===== src/rtl/nco_sweep_scheduler.sv =====
// rtl/nco_sweep_scheduler.sv - frequency-sweep sequencer for the CORDIC NCO control word
module nco_sweep_scheduler #(
    parameter int SETTLE_CYCLES = 20,
    parameter int DWELL_W       = 16,
    parameter int IDX_W         = 10,
    parameter int MAX_WORD      = 46079
) (
    input  logic               clock,
    input  logic               resest,
    input  logic               start,
    input  logic               abort,
    input  logic [15:0]        cfg_start_word,
    input  logic [15:0]        cfg_stop_word,
    input  logic [15:0]        cfg_step_word,
    input  logic [DWELL_W-1:0] cfg_dwell,
    input  logic               cfg_down,
    input  logic               cfg_loop,
    output logic [15:0]        freq_ctl_word,
    output logic               settled,
    output logic               step_strobe,
    output logic [IDX_W-1:0]   step_index,
    output logic               busy,
    output logic               done
);

    localparam int SETTLE_BITS = $clog2(SETTLE_CYCLES + 1);
    localparam int CNT_W       = (DWELL_W > SETTLE_BITS) ? DWELL_W : SETTLE_BITS;
    localparam logic [15:0]      MAX_W16     = 16'(MAX_WORD);
    localparam logic [16:0]      MAX_W17     = 17'(MAX_WORD);
    localparam logic [CNT_W-1:0] SETTLE_LAST = CNT_W'(SETTLE_CYCLES - 1);

    typedef enum logic [1:0] {
        IDLE   = 2'd0,
        SETTLE = 2'd1,
        DWELL  = 2'd2,
        STEP   = 2'd3
    } state_t;

    state_t state, state_nx;

    logic [15:0]        start_q, stop_q, step_q;
    logic [DWELL_W-1:0] dwell_q;
    logic               down_q, loop_q;
    logic [CNT_W-1:0]   cnt, cnt_nx;
    logic [15:0]        word_nx;
    logic [IDX_W-1:0]   idx_nx;
    logic               strobe_nx, done_nx, latch_cfg;
    logic [CNT_W-1:0]   dwell_last;
    logic [16:0]        up_sum, dn_diff;
    logic               sweep_end;
    logic [15:0]        next_word;

    function automatic logic [15:0] clamp_word(input logic [15:0] w);
        return (w > MAX_W16) ? MAX_W16 : w;
    endfunction

    assign settled = (state == DWELL);
    assign busy    = (state != IDLE);

    // A zero dwell still holds the point for one cycle.
    assign dwell_last = (dwell_q == '0) ? '0 : CNT_W'(dwell_q) - CNT_W'(1);

    // 17-bit arithmetic so overflow past MAX_WORD and borrow below zero are both visible.
    assign up_sum    = {1'b0, freq_ctl_word} + {1'b0, step_q};
    assign dn_diff   = {1'b0, freq_ctl_word} - {1'b0, step_q};
    assign next_word = down_q ? dn_diff[15:0] : up_sum[15:0];
    assign sweep_end = (step_q == 16'd0)
                     || (!down_q && ((up_sum > {1'b0, stop_q}) || (up_sum > MAX_W17)))
                     || ( down_q && (dn_diff[16] || (dn_diff[15:0] < stop_q)));

    always_comb begin
        state_nx  = state;
        word_nx   = freq_ctl_word;
        idx_nx    = step_index;
        cnt_nx    = cnt;
        strobe_nx = 1'b0;
        done_nx   = 1'b0;
        latch_cfg = 1'b0;
        case (state)
            IDLE: begin
                if (start && !abort) begin
                    latch_cfg = 1'b1;
                    word_nx   = clamp_word(cfg_start_word);
                    idx_nx    = '0;
                    cnt_nx    = '0;
                    strobe_nx = 1'b1;
                    state_nx  = SETTLE;
                end
            end
            SETTLE: begin
                if (cnt == SETTLE_LAST) begin
                    cnt_nx   = '0;
                    state_nx = DWELL;
                end else begin
                    cnt_nx = cnt + CNT_W'(1);
                end
            end
            DWELL: begin
                if (cnt == dwell_last) begin
                    cnt_nx   = '0;
                    state_nx = STEP;
                end else begin
                    cnt_nx = cnt + CNT_W'(1);
                end
            end
            STEP: begin
                cnt_nx = '0;
                if (!sweep_end) begin
                    word_nx   = next_word;
                    idx_nx    = step_index + IDX_W'(1);
                    strobe_nx = 1'b1;
                    state_nx  = SETTLE;
                end else if (loop_q) begin
                    word_nx   = start_q;
                    idx_nx    = '0;
                    strobe_nx = 1'b1;
                    state_nx  = SETTLE;
                end else begin
                    done_nx  = 1'b1;
                    state_nx = IDLE;
                end
            end
            default: state_nx = IDLE;
        endcase
        // Abort wins over every transition and leaves the word where it was.
        if (abort && (state != IDLE)) begin
            state_nx  = IDLE;
            word_nx   = freq_ctl_word;
            idx_nx    = step_index;
            cnt_nx    = '0;
            strobe_nx = 1'b0;
            done_nx   = 1'b0;
        end
    end

    always_ff @(posedge clock) begin
        if (resest) begin
            state <= IDLE;
        end else begin
            state <= state_nx;
        end
    end

    always_ff @(posedge clock) begin
        if (resest) begin
            freq_ctl_word <= '0;
            step_index    <= '0;
            cnt           <= '0;
            step_strobe   <= 1'b0;
            done          <= 1'b0;
            start_q       <= '0;
            stop_q        <= '0;
            step_q        <= '0;
            dwell_q       <= '0;
            down_q        <= 1'b0;
            loop_q        <= 1'b0;
        end else begin
            freq_ctl_word <= word_nx;
            step_index    <= idx_nx;
            cnt           <= cnt_nx;
            step_strobe   <= strobe_nx;
            done          <= done_nx;
            if (latch_cfg) begin
                start_q <= clamp_word(cfg_start_word);
                stop_q  <= clamp_word(cfg_stop_word);
                step_q  <= clamp_word(cfg_step_word);
                dwell_q <= cfg_dwell;
                down_q  <= cfg_down;
                loop_q  <= cfg_loop;
            end
        end
    end

endmodule


===== config.mk =====
export PLATFORM = sky130hd
export DESIGN_NAME = nco_sweep_scheduler
export DESIGN_NICKNAME = d
export VERILOG_FILES = /design/src/rtl/nco_sweep_scheduler.sv
export SDC_FILE = /design/constraint.sdc
export NUM_CORES = 1
export LEC_CHECK = 0
export CAP_MARGIN = 20
export CORE_MARGIN = 1
export CORE_UTILIZATION = 55
export DETAILED_ROUTE_END_ITERATION = 6
export PLACE_DENSITY = 0.81
export SLEW_MARGIN = 20
export SYNTH_ARGS = -nofsm -noshare
export SYNTH_HDL_FRONTEND = slang
export SYNTH_SLANG_ARGS = --single-unit

===== constraint.sdc =====
create_clock -name clock -period 5.7 [get_ports clock]
set_input_delay 0.855 -clock clock [delete_from_list [all_inputs] [get_ports clock]]
set_output_delay 0.855 -clock clock [all_outputs]
set_load 0.03 [all_outputs]

==> metrics.txt, run 1 <==
status=finished, final reports clean; fin nets=between 1k and 1.5k; crit path cell chain=inv_1, ha_1, nor2b_1, or4_1, a31o_2, or2_2, a211o_1, inv_1, ha_1, a2111o_1, a21oi_1, a311o_1, o211ai_1, nor3_4, a211o_1, a21oi_2, mux2_2; skew final=0.0122 ns; Gate Count Post-Synth=between 1k and 1.5k; Int Pwr=between 2 and 2.5 mW; Synth cell types=between 80 and 90; initial cell density of the core=0.564; Layout area overhead=16.7%; minimum clock period=5.31 ns; Avg Cell Area, Syn=7.82 µm²; most common cell after layout, fill and taps aside=dfxtp_1; most frequent cells in the layout=dfxtp_1, nand2_1, clkdlybuf4s50_1; final slew viol count=0; CP max-delay cell=a211o_1; worst path required time=5.97 ns; syn_nets=approximately 1.2k; FF-to-FF End=step_index[0]$_SDFFE_PP0P_; crit path kind=reg -> reg; TNS Setup=0 ns; Final Setup Violations=0; DRT iter0 DRCs=approximately 670; CTS tree=built; Peak VDD IR=0.224 mV; Post-synth ARST share=0; clock-pin slew on the worst setup and hold paths=0.08 ns; Via density=about 6.3; DR vias=~8.7k; max-cap viol count=0; CP startpoint=step_q[7]$_SDFFE_PP0P_; Clock Path Buffers=2; GRT overflow=0; WL/cell=roughly 19 µm; Die Footprint=approximately 0.016 mm²; post-route ant nets=0; Clk pwr share=0.163; pin count of the biggest net entering global routing=52; Hold/Removal Path Class=reg -> reg; CORE AREA=about 0.015 mm²; drt drc=0; cts hold-fix bufs=0; Hold Vio Cnt, Final=0; synthesized cell area=0.00860 mm²; Flop pwr share=0.225; fin cells=1372; Largest stage delay, worst path=about 0.53 ns; Placed Cells=1355; warnings from Yosys=0; FMAX=188 MHz; PwrDens=around 450 mW/mm²; Yosys reg bits=approximately 110; worst r2r src=step_q[7]$_SDFFE_PP0P_; Logic pwr share=0.612; Root Buffer=clkbuf_16; number of enable flip-flop cells after synthesis=0; CP startpoint kind=flop; design area=around 0.01 mm²; clock sinks=112; antenna violations before repair=0; RSZ-0062 raised after global routing=false; global-route wire length before repair=just over 40 mm; total CTS buffers=9; Synth area leaders=dfxtp_1, ha_1, a21oi_1; IO buf count=99; Cell Area, Placed=between 0.009 and 0.01 mm²; DRT Pass-1 Iters=5; Worst Path Arrival=5.58 ns; Crit Path Max Fanout=15; Die W=127 µm; number of fill cells=around 1.3k; vias in the first global route=7866; global router's overall resource usage=0.324; Pleak=between 3 and 4 nW; Yosys top cell area share=0.261; row count=45; final period utilization=0.932; Reg area=0.00224 mm²; share of layout cells above drive strength 1=0.0637; Worst Reg-to-Reg Cells=17; Placer Congestion=about 0.98; Main synth FF type=dfxtp_1; post-DP HPWL=19.7 mm; post-CTS setup buffers=0; slew of the pin with the lowest slew margin=between 0.9 and 1 ns; R2R Setup Slk=approximately 0.39 ns; Ports=100; CP endpoint kind=flop; Yosys top cell by area=dfxtp_1; Die Y=between 100 and 150 µm; worst rel slew slack=0.342; total net switching power=between 2 and 2.5 mW; htree depth=3; Worst-Skew Late Latency=between 0.3 and 0.4 ns; WL final=~26 mm; crit path capture=step_index[0]$_SDFFE_PP0P_; Sw Ratio=0.478; post-CTS sizing=0; area of the multi-input gates=0.00584 mm²; # diodes=0; Seq/Total Area, Yosys=0.261
[layer usage]
layer	wire (µm)	track usage	up-vias
li1	-	-	4173
met1	11400	0.426	4035
met2	11700	0.509	385
met3	1990	0.0603	71
met4	1090	0.165	0
met5	0	0	-
[power by group through the flow]
stage	Combinational [mW]	Sequential (mW)	Clock (mW)
after floorplan	1.90	1.03	0
after global placement	2.62	1.02	0
after detailed placement	2.65	1.02	0
after CTS	2.68	1.00	0.733
after global routing	3.00	1.01	0.761
final	2.74	1.01	0.731
[critical path, delay by kind of cell (launching register included)]
kind	cells	cell delay [ns]
flops	1	0.36
compound gates	8	2.21
buf+inv	2	0.22
fa+ha+maj	2	0.68
mux	1	0.30
simple gates	4	1.43
[sequential cells by signal, indices dropped and copies added (netlist names)]
register / count
stop_q: 16
freq_ctl_word: 16
dwell_q: 16
state: 2
step_strobe: 1
cnt: 16
step_index: 10
loop_q: 1
start_q: 16
down_q: 1
step_q: 16
done: 1
[kinds of logic (layout without fill, tap and decap cells)]
logic type      Yosys count  count (layout)  synth area share
flops                   112             112             0.261
simple gates            415             415             0.245
xor+xnor                 48              48            0.0521
buf+inv                 130             192            0.0614
mux                      15              15            0.0182
fa+ha+maj                72              72             0.107
compound gates          307             307             0.256
[cell usage after synthesis, types with 10 or more instances]
cell type,number
a211oi_1,42
a21oi_1,90
a31oi_1,14
clkbuf_1,56
dfxtp_1,112
ha_1,70
inv_1,62
mux2i_1,10
nand2_1,104
nand2b_1,13
nand3_1,27
nand3b_1,11
nand4_1,16
nor2_1,80
nor3_1,63
nor4_1,18
o211ai_1,12
o21a_1,10
o21ai_0,29
or2_2,10
or3_1,14
or4_1,12
xnor2_1,30
xor2_1,16
[worst min path at each step]
stage	startpoint	slack, ns	depth (start not counted)	end
floorplan	stop_q[14]$_SDFFE_PP0P_	0.43	2	stop_q[14]$_SDFFE_PP0P_
global placement	stop_q[14]$_SDFFE_PP0P_	0.44	2	stop_q[14]$_SDFFE_PP0P_
CTS	start_q[14]$_SDFFE_PP0P_	0.47	2	start_q[14]$_SDFFE_PP0P_
detailed placement	start_q[14]$_SDFFE_PP0P_	0.45	2	start_q[14]$_SDFFE_PP0P_
finish	stop_q[14]$_SDFFE_PP0P_	0.46	2	stop_q[14]$_SDFFE_PP0P_
global route	start_q[14]$_SDFFE_PP0P_	0.49	2	start_q[14]$_SDFFE_PP0P_
[metrics by stage]
stage	setup slack, ns	hold WS, ns	power [mW]	util
2_1_floorplan	0.704	0.432	2.93	-
3_3_place_gp	0.538	0.440	3.64	0.633
3_5_place_dp	0.469	0.448	3.67	0.633
4_1_cts	0.436	0.465	4.41	0.656
5_1_grt	0.0697	0.489	4.78	0.658
6_report	0.390	0.464	4.47	0.658
[final cells by class]
type	count	area share
inverters	63	0.0236
clock buffers	9	0.0224
clock inverters	7	0.0117
well taps	211	0.0263
flip-flops and latches	112	0.223
repair buffers	113	0.111
multi-input cells	857	0.582
No activity file was read; power rests on OpenSTA's default activity.
==> inputs of run 2 (changes only) <==
--- a/config.mk
+++ b/config.mk
@@ -10,7 +10,6 @@
 export CORE_UTILIZATION = 55
 export DETAILED_ROUTE_END_ITERATION = 6
 export PLACE_DENSITY = 0.81
-export SLEW_MARGIN = 20
 export SYNTH_ARGS = -nofsm -noshare
 export SYNTH_HDL_FRONTEND = slang
 export SYNTH_SLANG_ARGS = --single-unit
==> results of run 2 <==
Final layout, timing and power as in run 1 (identical DEF).
